===== src/rtl/switch_cfg_loader_if.sv =====
// Valid/ready stream carrying one per-stage switch control word per beat.
interface switch_cfg_loader_if #(
    parameter int SWITCH_NUM = 16
);
    logic                  cfg_valid;
    logic                  cfg_ready;
    logic [SWITCH_NUM-1:0] cfg_data;

    modport master (output cfg_valid, output cfg_data, input cfg_ready);
    modport slave  (input cfg_valid, input cfg_data, output cfg_ready);
endinterface


===== src/rtl/switch_cfg_loader.sv =====
// Shadow-loads STAGE_NUM switch words in stage order, then swaps them into the active bank on the first net_idle edge.
// Swap lands one edge after the last beat at the earliest; cfg_ready is low while a full bank waits for idle.
module switch_cfg_loader #(
    parameter int SWITCH_NUM = 16,
    parameter int STAGE_NUM  = 9,
    parameter int GEN_W      = 4
) (
    input  logic                                 clk,
    input  logic                                 rst_n,
    switch_cfg_loader_if.slave                   cfg,
    input  logic                                 cfg_abort,
    input  logic                                 net_idle,
    output logic [STAGE_NUM-1:0][SWITCH_NUM-1:0] switch_set,
    output logic [$clog2(STAGE_NUM)-1:0]         cfg_ptr,
    output logic                                 cfg_swapped,
    output logic [GEN_W-1:0]                     cfg_gen
);
    localparam int                PTR_W    = $clog2(STAGE_NUM);
    localparam logic [PTR_W-1:0]  LAST_PTR = PTR_W'(STAGE_NUM - 1);

    typedef enum logic {LOAD, PEND} state_t;

    state_t                               state, state_nxt;
    logic [PTR_W-1:0]                     ptr_nxt;
    logic                                 shadow_we;
    logic                                 swap;
    logic                                 ready_nxt;
    logic [STAGE_NUM-1:0][SWITCH_NUM-1:0] shadow;

    always_ff @(posedge clk or negedge rst_n) begin
        if (!rst_n) begin
            state <= LOAD;
        end else begin
            state <= state_nxt;
        end
    end

    // Abort takes priority over both a beat in LOAD and a swap in PEND.
    always_comb begin
        state_nxt = state;
        ptr_nxt   = cfg_ptr;
        shadow_we = 1'b0;
        swap      = 1'b0;
        case (state)
            LOAD: begin
                if (cfg_abort) begin
                    ptr_nxt = '0;
                end else if (cfg.cfg_valid && cfg.cfg_ready) begin
                    shadow_we = 1'b1;
                    if (cfg_ptr == LAST_PTR) begin
                        ptr_nxt   = '0;
                        state_nxt = PEND;
                    end else begin
                        ptr_nxt = cfg_ptr + PTR_W'(1);
                    end
                end
            end
            PEND: begin
                if (cfg_abort) begin
                    state_nxt = LOAD;
                    ptr_nxt   = '0;
                end else if (net_idle) begin
                    swap      = 1'b1;
                    state_nxt = LOAD;
                end
            end
            default: begin
                state_nxt = LOAD;
                ptr_nxt   = '0;
            end
        endcase
        ready_nxt = (state_nxt == LOAD);
    end

    always_ff @(posedge clk or negedge rst_n) begin
        if (!rst_n) begin
            shadow        <= '0;
            switch_set    <= '0;
            cfg_ptr       <= '0;
            cfg_swapped   <= 1'b0;
            cfg_gen       <= '0;
            cfg.cfg_ready <= 1'b0;
        end else begin
            if (shadow_we) begin
                shadow[cfg_ptr] <= cfg.cfg_data;
            end
            if (swap) begin
                switch_set <= shadow;
                cfg_gen    <= cfg_gen + GEN_W'(1);
            end
            cfg_swapped   <= swap;
            cfg_ptr       <= ptr_nxt;
            cfg.cfg_ready <= ready_nxt;
        end
    end
endmodule


===== src/flat_wrapper.sv =====
// flat-port wrapper written by rule: the top's interface ports become plain ports
module switch_cfg_loader_flat 
#(
    parameter int SWITCH_NUM = 16,
    parameter int STAGE_NUM  = 9,
    parameter int GEN_W      = 4
)
  (clk, rst_n, cfg_abort, net_idle, switch_set, cfg_ptr, cfg_swapped, cfg_gen, cfg_cfg_valid, cfg_cfg_data, cfg_cfg_ready);
  switch_cfg_loader_if #(.SWITCH_NUM(SWITCH_NUM)) cfg_i ();
  input  logic clk;
  input  logic rst_n;
  input  logic cfg_abort;
  input  logic net_idle;
  output logic [STAGE_NUM-1:0][SWITCH_NUM-1:0] switch_set;
  output logic [$clog2(STAGE_NUM)-1:0] cfg_ptr;
  output logic cfg_swapped;
  output logic [GEN_W-1:0] cfg_gen;
  input wire logic [$bits(cfg_i.cfg_valid)-1:0] cfg_cfg_valid;
  input wire logic [$bits(cfg_i.cfg_data)-1:0] cfg_cfg_data;
  output wire logic [$bits(cfg_i.cfg_ready)-1:0] cfg_cfg_ready;
  assign cfg_i.cfg_valid = cfg_cfg_valid;
  assign cfg_i.cfg_data = cfg_cfg_data;
  assign cfg_cfg_ready = cfg_i.cfg_ready;
  switch_cfg_loader #(.SWITCH_NUM(SWITCH_NUM), .STAGE_NUM(STAGE_NUM), .GEN_W(GEN_W)) u_core (.clk(clk), .rst_n(rst_n), .cfg(cfg_i), .cfg_abort(cfg_abort), .net_idle(net_idle), .switch_set(switch_set), .cfg_ptr(cfg_ptr), .cfg_swapped(cfg_swapped), .cfg_gen(cfg_gen));
endmodule

===== config.mk =====
export PLATFORM = sky130hd
export DESIGN_NAME = switch_cfg_loader_flat
export DESIGN_NICKNAME = d
export VERILOG_FILES = /design/src/rtl/switch_cfg_loader_if.sv /design/src/rtl/switch_cfg_loader.sv /design/src/flat_wrapper.sv
export SDC_FILE = /design/constraint.sdc
export NUM_CORES = 1
export LEC_CHECK = 0
export CAP_MARGIN = 20
export CORE_ASPECT_RATIO = 1.75
export CORE_MARGIN = 2
export CORE_UTILIZATION = 58
export CTS_CLUSTER_DIAMETER = 30
export DETAILED_ROUTE_END_ITERATION = 10
export GPL_ROUTABILITY_DRIVEN = 0
export PLACE_DENSITY = 0.85
export REMOVE_ABC_BUFFERS = 1
export SLEW_MARGIN = 15
export SYNTH_ARGS = -nofsm -noshare
export SYNTH_HDL_FRONTEND = slang
export SYNTH_SLANG_ARGS = --single-unit

===== constraint.sdc =====
create_clock -name clk -period 3.04 [get_ports clk]
set_input_delay 0.304 -clock clk [delete_from_list [all_inputs] [get_ports clk]]
set_output_delay 0.304 -clock clk [all_outputs]
set_load 0.1 [all_outputs]

After elaboration in Yosys (flattened, before gate mapping)
Cells that the tools add are included.
{"block": "totals", "regBits": 299, "input_bits": 21, "output_inout_bits": 154}
{"block": "op_classes", "n_addsub": 2, "n_lt_le_gt_ge": 2, "eq_ne": 3, "muxes": 20, "n_bitwise": 2, "reduce_logical": 3}
{"op": "$bwmux W144", "n": 1}
{"op": "$demux W16 S4", "n": 1}
{"op": "$mux W16", "n": 1}
{"op": "$mux W4", "n": 4}
{"op": "$mux W1", "n": 11}
{"op": "$add A4 B1 Y4 const B", "n": 2}
{"op": "$pmux W4 S2", "n": 1}
{"op": "$lt A4 B5 Y1 const B", "n": 1}
{"op": "$eq A4 B4 Y1 const B", "n": 1}
{"op": "$ge A4 B1 Y1 const B", "n": 1}
{"op": "$ne A3 B2 Y1 const B", "n": 1}
{"op": "$logic_and A1 B1 Y1", "n": 2}
{"op": "$ne A2 B2 Y1 const B", "n": 1}
{"op": "$not A1 Y1", "n": 2}
{"op": "$pmux W1 S2", "n": 1}
{"op": "$reduce_and A2 Y1", "n": 1}

Logic depth before layout (Yosys ltp)
Gate-level depths: netlist of the first run.
{"block": "depth", "ltp_word": 6, "depth_mapped": 6, "depth_no_buf": 5}

Worst setup path after synthesis of the first run
Ideal clock, no wire load.
{"block": "synth_path", "path_type": "register to register", "start": "register u_core.cfg_ptr[0]", "end": "register u_core.shadow[117] in the netlist's numbering", "setup_time_ps": 125, "arrival_ps": 2323, "slack_ps": 593, "stages_incl_launch_ff": 6, "path_buffers": 1, "path_cell_list": "dfrtp_1 -> ha_1 -> inv_1 -> nor4_4 -> buf_4 -> mux2_2"}
{"block": "synth_between", "elab_chain_len": 5}
{"element": "from (decl)", "line": "switch_cfg_loader.sv:14", "source": "output logic [$clog2(STAGE_NUM)-1:0] cfg_ptr,"}
{"element": "from (signal assigned)", "line": "switch_cfg_loader.sv:92", "source": "cfg_ptr <= ptr_nxt;"}
{"element": "$lt A4 B5 Y1 (not written as such) or $ge A4 B1 Y1 (tied branches)", "line": "switch_cfg_loader.sv:85", "source": "shadow[cfg_ptr] <= cfg.cfg_data;"}
{"element": "$logic_and A1 B1 Y1 (not written as such)", "line": "switch_cfg_loader.sv:85"}
{"element": "$mux W16 (not written as such)", "line": "switch_cfg_loader.sv:85"}
{"element": "$demux W16 S4 (*)"}
{"element": "$bwmux W144 (*)", "line": "switch_cfg_loader.sv:85"}
{"element": "to (signal, indexed assignment)", "line": "switch_cfg_loader.sv:85"}
{"element": "to (decl)", "line": "switch_cfg_loader.sv:28", "source": "logic [STAGE_NUM-1:0][SWITCH_NUM-1:0] shadow;"}
Every way passes the cells marked *; elsewhere a longest branch is shown, timed or not.
A chain may end at the register's enable or synchronous reset.

Worst setup path in the final report of the first run
{"block": "layout_path", "start": "register u_core.switch_set[42] in the netlist's numbering", "end": "output switch_set[42] in the netlist's numbering"}
{"element": "from (decl)", "line": "switch_cfg_loader.sv:13", "source": "output logic [STAGE_NUM-1:0][SWITCH_NUM-1:0] switch_set,"}
{"element": "from (signal assigned)", "line": "switch_cfg_loader.sv:88", "source": "switch_set <= shadow;"}
{"element": "to (decl)", "line": "flat_wrapper.sv:14", "source": "output logic [STAGE_NUM-1:0][SWITCH_NUM-1:0] switch_set;"}
No word-level cell between the ends.

==> results of run 1 <==
worst max path at each step:
stage,start,endpoint,cells after the start
5_1_grt,u_core.switch_set[42],switch_set[42],1
2_1_floorplan,u_core.state,u_core.cfg_gen[3],3
3_3_place_gp,cfg_abort,u_core.shadow[24],5
4_1_cts,u_core.switch_set[42],switch_set[42],1
3_5_place_dp,cfg_abort,u_core.shadow[24],5
6_report,u_core.switch_set[42],switch_set[42],1
cell type report:
type,instances,area [µm²]
Clock buffer,39,953
Clock inverter,22,264
Fill cell,1119,4660
Inverter,5,18.8
Multi-Input combinational cell,333,3670
Sequential cell,299,7480
Tap cell,241,302
Timing Repair Buffer,196,1840
flip-flops by register name, indices dropped and copies added, names as in the netlist:
signal / flops
u_core.shadow: 144
u_core.cfg_swapped: 1
u_core.cfg_ptr: 4
u_core.cfg_gen: 4
u_core.state: 1
u_core.switch_set: 144
u_core.cfg.cfg_ready: 1
metal layers:
metal	up-vias	wire length (µm)
met5	-	0
met4	0	1150
met3	68	1070
met2	199	14400
met1	3408	9390
li1	2783	-
cell families (layout without fill, tap and decap cells):
group | after synthesis | after routing | share of synthesized area [%]
DFF | 299 | 299 | 66.0
muxes | 290 | 290 | 28.8
buffers and inverters | 34 | 262 | 1.69
and+or+nand+nor | 27 | 27 | 2.25
AOI/OAI and AO/OA | 7 | 7 | 0.430
adders and majority gates | 6 | 6 | 0.662
xor gates and xnor gates | 3 | 3 | 0.232
where the power goes:
group | internal, mW | leakage [nW] | switching [mW]
Combinational | 0.248 | 2.51 | 0.261
Sequential | 4.23 | 4.07 | 0.154
Clock | 2.64 | 0.588 | 1.65
placed cells by master, fill, tap and decap left out, drive strengths merged, types with 2 or more instances in the layout:
master	instances
dfrtp	299
mux2	289
clkdlybuf4s50	118
buf	77
clkbuf	39
inv	12
ha	6
clkinv	6
clkinvlp	5
nand3	5
nand2	4
bufinv	4
nor2	3
nand3b	2
nand2b	2
nor4b	2
xnor2	2
a21oi	2
through the flow:
stage | setup TNS (ns) | util, % | cells | total power [mW] | setup slack, ns
finish | 0 | 75.7 | 1135 | 9.19 | 0.644
global placement | 0 | 69.3 | 1073 | 4.91 | 0.657
detailed placement | 0 | 69.3 | 1073 | 4.95 | 0.589
CTS | 0 | 75.7 | 1135 | 9.26 | 0.610
global route | 0 | 75.7 | 1135 | 9.51 | 0.594
floorplan | -209.93 | - | 637 | 4.68 | -1.48
what timing repair did:
action	in CTS	in global routing
endpoints found under the hold margin	92	0
hold buffers	1	0
gates resized for setup	0	0
==> results.py, run 1 <==
metrics = {
    "critical_path": {
        "r2r_slack_ns": 0.95,
        "end_kind": "primary output",
        "worstReg2RegStart": "u_core.cfg_ptr[3]",
        "crit_type": "reg2out",
        "reg2regPathDepth": 4,
        "slowest_delay_ns": 1.17,
        "cp_slowest_cell": "clkdlybuf4s50_1",
        "worstPathRequired_ns": 2.74,
        "path_buf_inv": 1,
        "r2r-end": "u_core.shadow[40]",
        "crit_fanout": 2,
        "crit_family": "buffers and inverters",
        "start_kind": "flip-flop",
        "crit_chain": "clkdlybuf4s50_1",
        "arrival_ns": 2.09,
    },
    "synth": {
        "yosysWarnings": 0,
        "synth_async_sr_flop_share_pct": 100,
        "synth_common_cells": "299 x dfrtp_1, 288 x mux2_2, 21 x buf_2",
        "ys_ff_latch": 299,
        "ys_dominant_reg_cell": "dfrtp_1",
        "syn_inst": 666,
        "syn_area_per_cell_um2": 17.0,
        "synth-edff-count": 0,
        "synth_area_leaders": "dfrtp_1 66%, mux2_2 29%, buf_2 0.93%",
        "netlist.area_leader.share_pct": 66.0,
        "synth_area_um2": 11300,
        "synth_top_cell_by_area": "dfrtp_1",
        "synthDistinctLibCells": 36,
        "yosysMostFrequentCell": "dfrtp_1",
        "yosysSeqAreaShare_pct": 66.0,
    },
    "timing": {
        "max_freq_mhz": 417,
        "slew_viol_final": 0,
        "worst-slew-pin-transition_ns": 1.00,
        "fin_hold_ws_ns": 0.461,
        "rsz0062_at_grt": "no",
        "fin_worst_skew_ns": 0.00763,
        "period_needed_ns": 2.40,
        "setup_viol": 0,
        "finalHoldViolCount": 0,
        "max_slew_margin_pct": 33.1,
        "fin_crit_sh_pct": 78.8,
    },
    "global_route": {
        "grtUsageMet3_pct": 3.72,
        "grt_pass1_wl_um": 41400,
        "grt_util_all_layers_pct": 26.4,
        "grtUsageMet2_pct": 47.0,
        "grtUsageMet1_pct": 31.5,
        "first_global_vias": 7233,
        "globalRouteOverflowTotal": 0,
        "grt_max_degree": 100,
        "antenna_found_initial": 0,
        "grt.busiest_layer": "met2",
    },
    "routing": {
        "wl_per_cell_um": 23.0,
        "drc": 0,
        "drt_iter0_markers": 213,
        "firstDrtPassIters": 4,
        "vias_per_cell": 5.69,
        "antenna_left": 0,
        "vias": 6458,
        "drt_wl_total_um": 26100,
    },
    "pwr": {
        "power_leakage_nw": 7.17,
        "power_density_nw_per_um2": 632,
        "irDropWorstVdd_v": 0.000539,
    },
    "floorplan": {
        "rows": 67,
        "die-area_um2": 20700,
        "coreArea_um2": 19200,
        "start_util_pct": 59.1,
        "ios": 175,
        "die_w_um": 110,
        "die_h_um": 189,
    },
    "clocking": {
        "cts_setup_buffers": 0,
        "clkSlewWorstSetupHoldPaths_ns": 0.06,
        "numCtsBuffers": 34,
        "cts_tree": "built",
        "cts.path.max_buffers": 3,
        "cts_root_buf": "clkbuf_16",
        "clock-sinks": 299,
        "htreeDepth": 2,
        "clk_latency_ns": 0.49,
    },
    "placed_design": {
        "dpl.hpwl_um": 17000,
        "portBuffers": 174,
        "place_area_um2": 13300,
    },
    "layout": {
        "diodes": 0,
        "final_area_um2": 14500,
        "nets": 896,
        "drive_gt1_share_pct": 48.9,
        "syn_to_final_growth_pct": 28.1,
    },
    "job": {
        "maxCapViolations": 0,
    },
    "run_status": {
        "status": "completed",
    },
    "worst_hold_path": {
        "min_path_type": "in2async",
    },
}
No activity file was read; power rests on OpenSTA's default activity.
==> run 2: changes to the inputs <==
--- a/config.mk
+++ b/config.mk
@@ -8,11 +8,11 @@
 export CAP_MARGIN = 20
 export CORE_ASPECT_RATIO = 1.75
 export CORE_MARGIN = 2
-export CORE_UTILIZATION = 58
+export CORE_UTILIZATION = 54
 export CTS_CLUSTER_DIAMETER = 30
 export DETAILED_ROUTE_END_ITERATION = 10
 export GPL_ROUTABILITY_DRIVEN = 0
-export PLACE_DENSITY = 0.85
+export PLACE_DENSITY = 0.8
 export REMOVE_ABC_BUFFERS = 1
 export SLEW_MARGIN = 15
 export SYNTH_ARGS = -nofsm -noshare
==> constraint.sdc (replaced) <==
create_clock -name clk -period 2.3 [get_ports clk]
set_input_delay 0.23 -clock clk [delete_from_list [all_inputs] [get_ports clk]]
set_output_delay 0.23 -clock clk [all_outputs]
set_load 0.1 [all_outputs]
==> run 2 against run 1 <==
Against the previous run:
- total power grew 29%
- global-route usage is 3.0 points lower
- final area is 1.3% lower
- worst setup slack lost 0.32 ns
- hold slack worse by 0.16 ns
- clock skew up 0.0076 ns
- sequential power rose by 31%
- critical path depth is 1 higher
- flip-flop and latch count did not move
- non-clock buffer count rose by 11
- routed wire length is 3.6% lower
==> results.py, run 2 (synthesis results as in run 1) <==
metrics = {
    "critical_path": {
        "start_kind": "flip-flop",
        "crit_fanout": 10,
        "reg2regPathDepth": 6,
        "r2r_slack_ns": 0.40,
        "worstPathRequired_ns": 2.07,
        "worstReg2RegStart": "u_core.cfg_ptr[0]",
        "r2r-end": "u_core.shadow[128]",
        "end_kind": "primary output",
        "crit_type": "reg2out",
        "arrival_ns": 1.75,
    },
    "routing": {
        "wl_per_cell_um": 21.7,
        "antenna_left": 0,
        "firstDrtPassIters": 4,
        "drt_iter0_markers": 308,
        "drt_wl_total_um": 25100,
        "vias_per_cell": 5.53,
        "drc": 0,
        "vias": 6404,
    },
    "layout": {
        "nets": 907,
        "fillers": 1397,
        "post-route-util_pct": 69.1,
        "final_cells": 1158,
        "syn_to_final_growth_pct": 26.4,
        "reg.largest.list": "u_core.shadow (144), u_core.switch_set (144)",
        "final_common_cell": "dfrtp_1",
        "layout_common_cells": "299 x dfrtp_1, 288 x mux2_2, 179 x buf_4",
        "drive_gt1_share_pct": 60.3,
        "diodes": 0,
    },
    "job": {
        "maxCapViolations": 0,
    },
    "clocking": {
        "clock-sinks": 299,
        "htreeDepth": 2,
        "cts_root_buf": "clkbuf_16",
        "cts.path.max_buffers": 3,
        "cts_tree": "built",
        "numCtsBuffers": 34,
        "clk_latency_ns": 0.50,
        "cts_setup_buffers": 0,
        "clkSlewWorstSetupHoldPaths_ns": 0.06,
    },
    "timing": {
        "rsz0062_at_grt": "no",
        "max_freq_mhz": 505,
        "finalHoldViolCount": 0,
        "fin_crit_sh_pct": 86.1,
        "fin_hold_ws_ns": 0.303,
        "fin_worst_skew_ns": 0.0152,
        "slew_viol_final": 0,
        "worst-slew-pin-transition_ns": 0.597,
        "max_slew_margin_pct": 60.2,
        "setup_viol": 0,
        "period_needed_ns": 1.98,
    },
    "floorplan": {
        "die-area_um2": 22200,
        "start_util_pct": 54.6,
        "coreArea_um2": 20800,
        "rows": 70,
        "die_w_um": 114,
        "ios": 175,
        "die_h_um": 196,
    },
    "global_route": {
        "first_global_vias": 7262,
        "grt_util_all_layers_pct": 23.4,
        "globalRouteOverflowTotal": 0,
        "antenna_found_initial": 0,
        "grt_pass1_wl_um": 40500,
        "grt_max_degree": 76,
    },
    "placed_design": {
        "portBuffers": 174,
        "place_inst": 1095,
        "dpl.hpwl_um": 17300,
    },
    "pwr": {
        "power_leakage_nw": 7.40,
        "total_power_mw": 11.8,
        "irDropWorstVdd_v": 0.000657,
        "power_density_nw_per_um2": 826,
    },
    "worst_hold_path": {
        "min_path_type": "in2async",
    },
    "run_status": {
        "status": "completed",
    },
}
[run 2: final cells by class]
type,count,area [µm²],share of cell area [%]
flip-flops and latches,299,7480,52.2
multi-input cells,333,3670,25.6
repair buffers,207,1700,11.8
clock buffers,41,961,6.70
well taps,252,315,2.20
clock inverters,21,193,1.34
inverters,5,18.8,0.131
[run 2: worst max-delay path by stage]
| stage | cells after the start | endpoint | from | slack [ns] |
|---|---|---|---|---|
| 6_report | 2 | cfg_ptr[3] | u_core.cfg_ptr[3] | 0.32 |
| 5_1_grt | 2 | cfg_ptr[3] | u_core.cfg_ptr[3] | 0.28 |
| 3_5_place_dp | 6 | u_core.shadow[51] | cfg_cfg_valid | 0.17 |
| 3_3_place_gp | 6 | u_core.shadow[54] | cfg_cfg_valid | 0.19 |
| 2_1_floorplan | 3 | u_core.cfg_gen[3] | u_core.state | -2.22 |
| 4_1_cts | 2 | cfg_ptr[3] | u_core.cfg_ptr[3] | 0.33 |
[run 2: critical path, stage by stage (launching register included)]
cell and delay (ns):
dfrtp_1 0.72, buf_4 0.23, buf_4 0.30
[run 2: routing by layer]
metal | global-route usage [%] | part of all wire, %
met5 | 0 | 0
met4 | 11.4 | 4.4
met3 | 4.14 | 4.4
met2 | 42.0 | 55
met1 | 26.8 | 36
[run 2: per-stage QoR]
stage | TNS (ns) | area (µm²) | setup slack, ns
final | 0 | 14300 | 0.320
after global routing | 0 | 14300 | 0.276
after CTS | 0 | 14300 | 0.326
after detailed placement | 0 | 13200 | 0.173
after global placement | 0 | 13200 | 0.191
after floorplan | -377.10 | 11200 | -2.22
[run 2: what timing repair did]
item                                    in CTS  in global routing
hold buffers                                 1                  0
endpoints found under the hold margin       66                  0
endpoints found under the setup margin       0                  0
gates resized for setup                      0                  0
[run 2: where the power goes]
part           switching, mW  internal, mW  total [mW]
logic                  0.348         0.336       0.684
clock network           2.21          3.17        5.38
registers              0.179          5.60        5.77
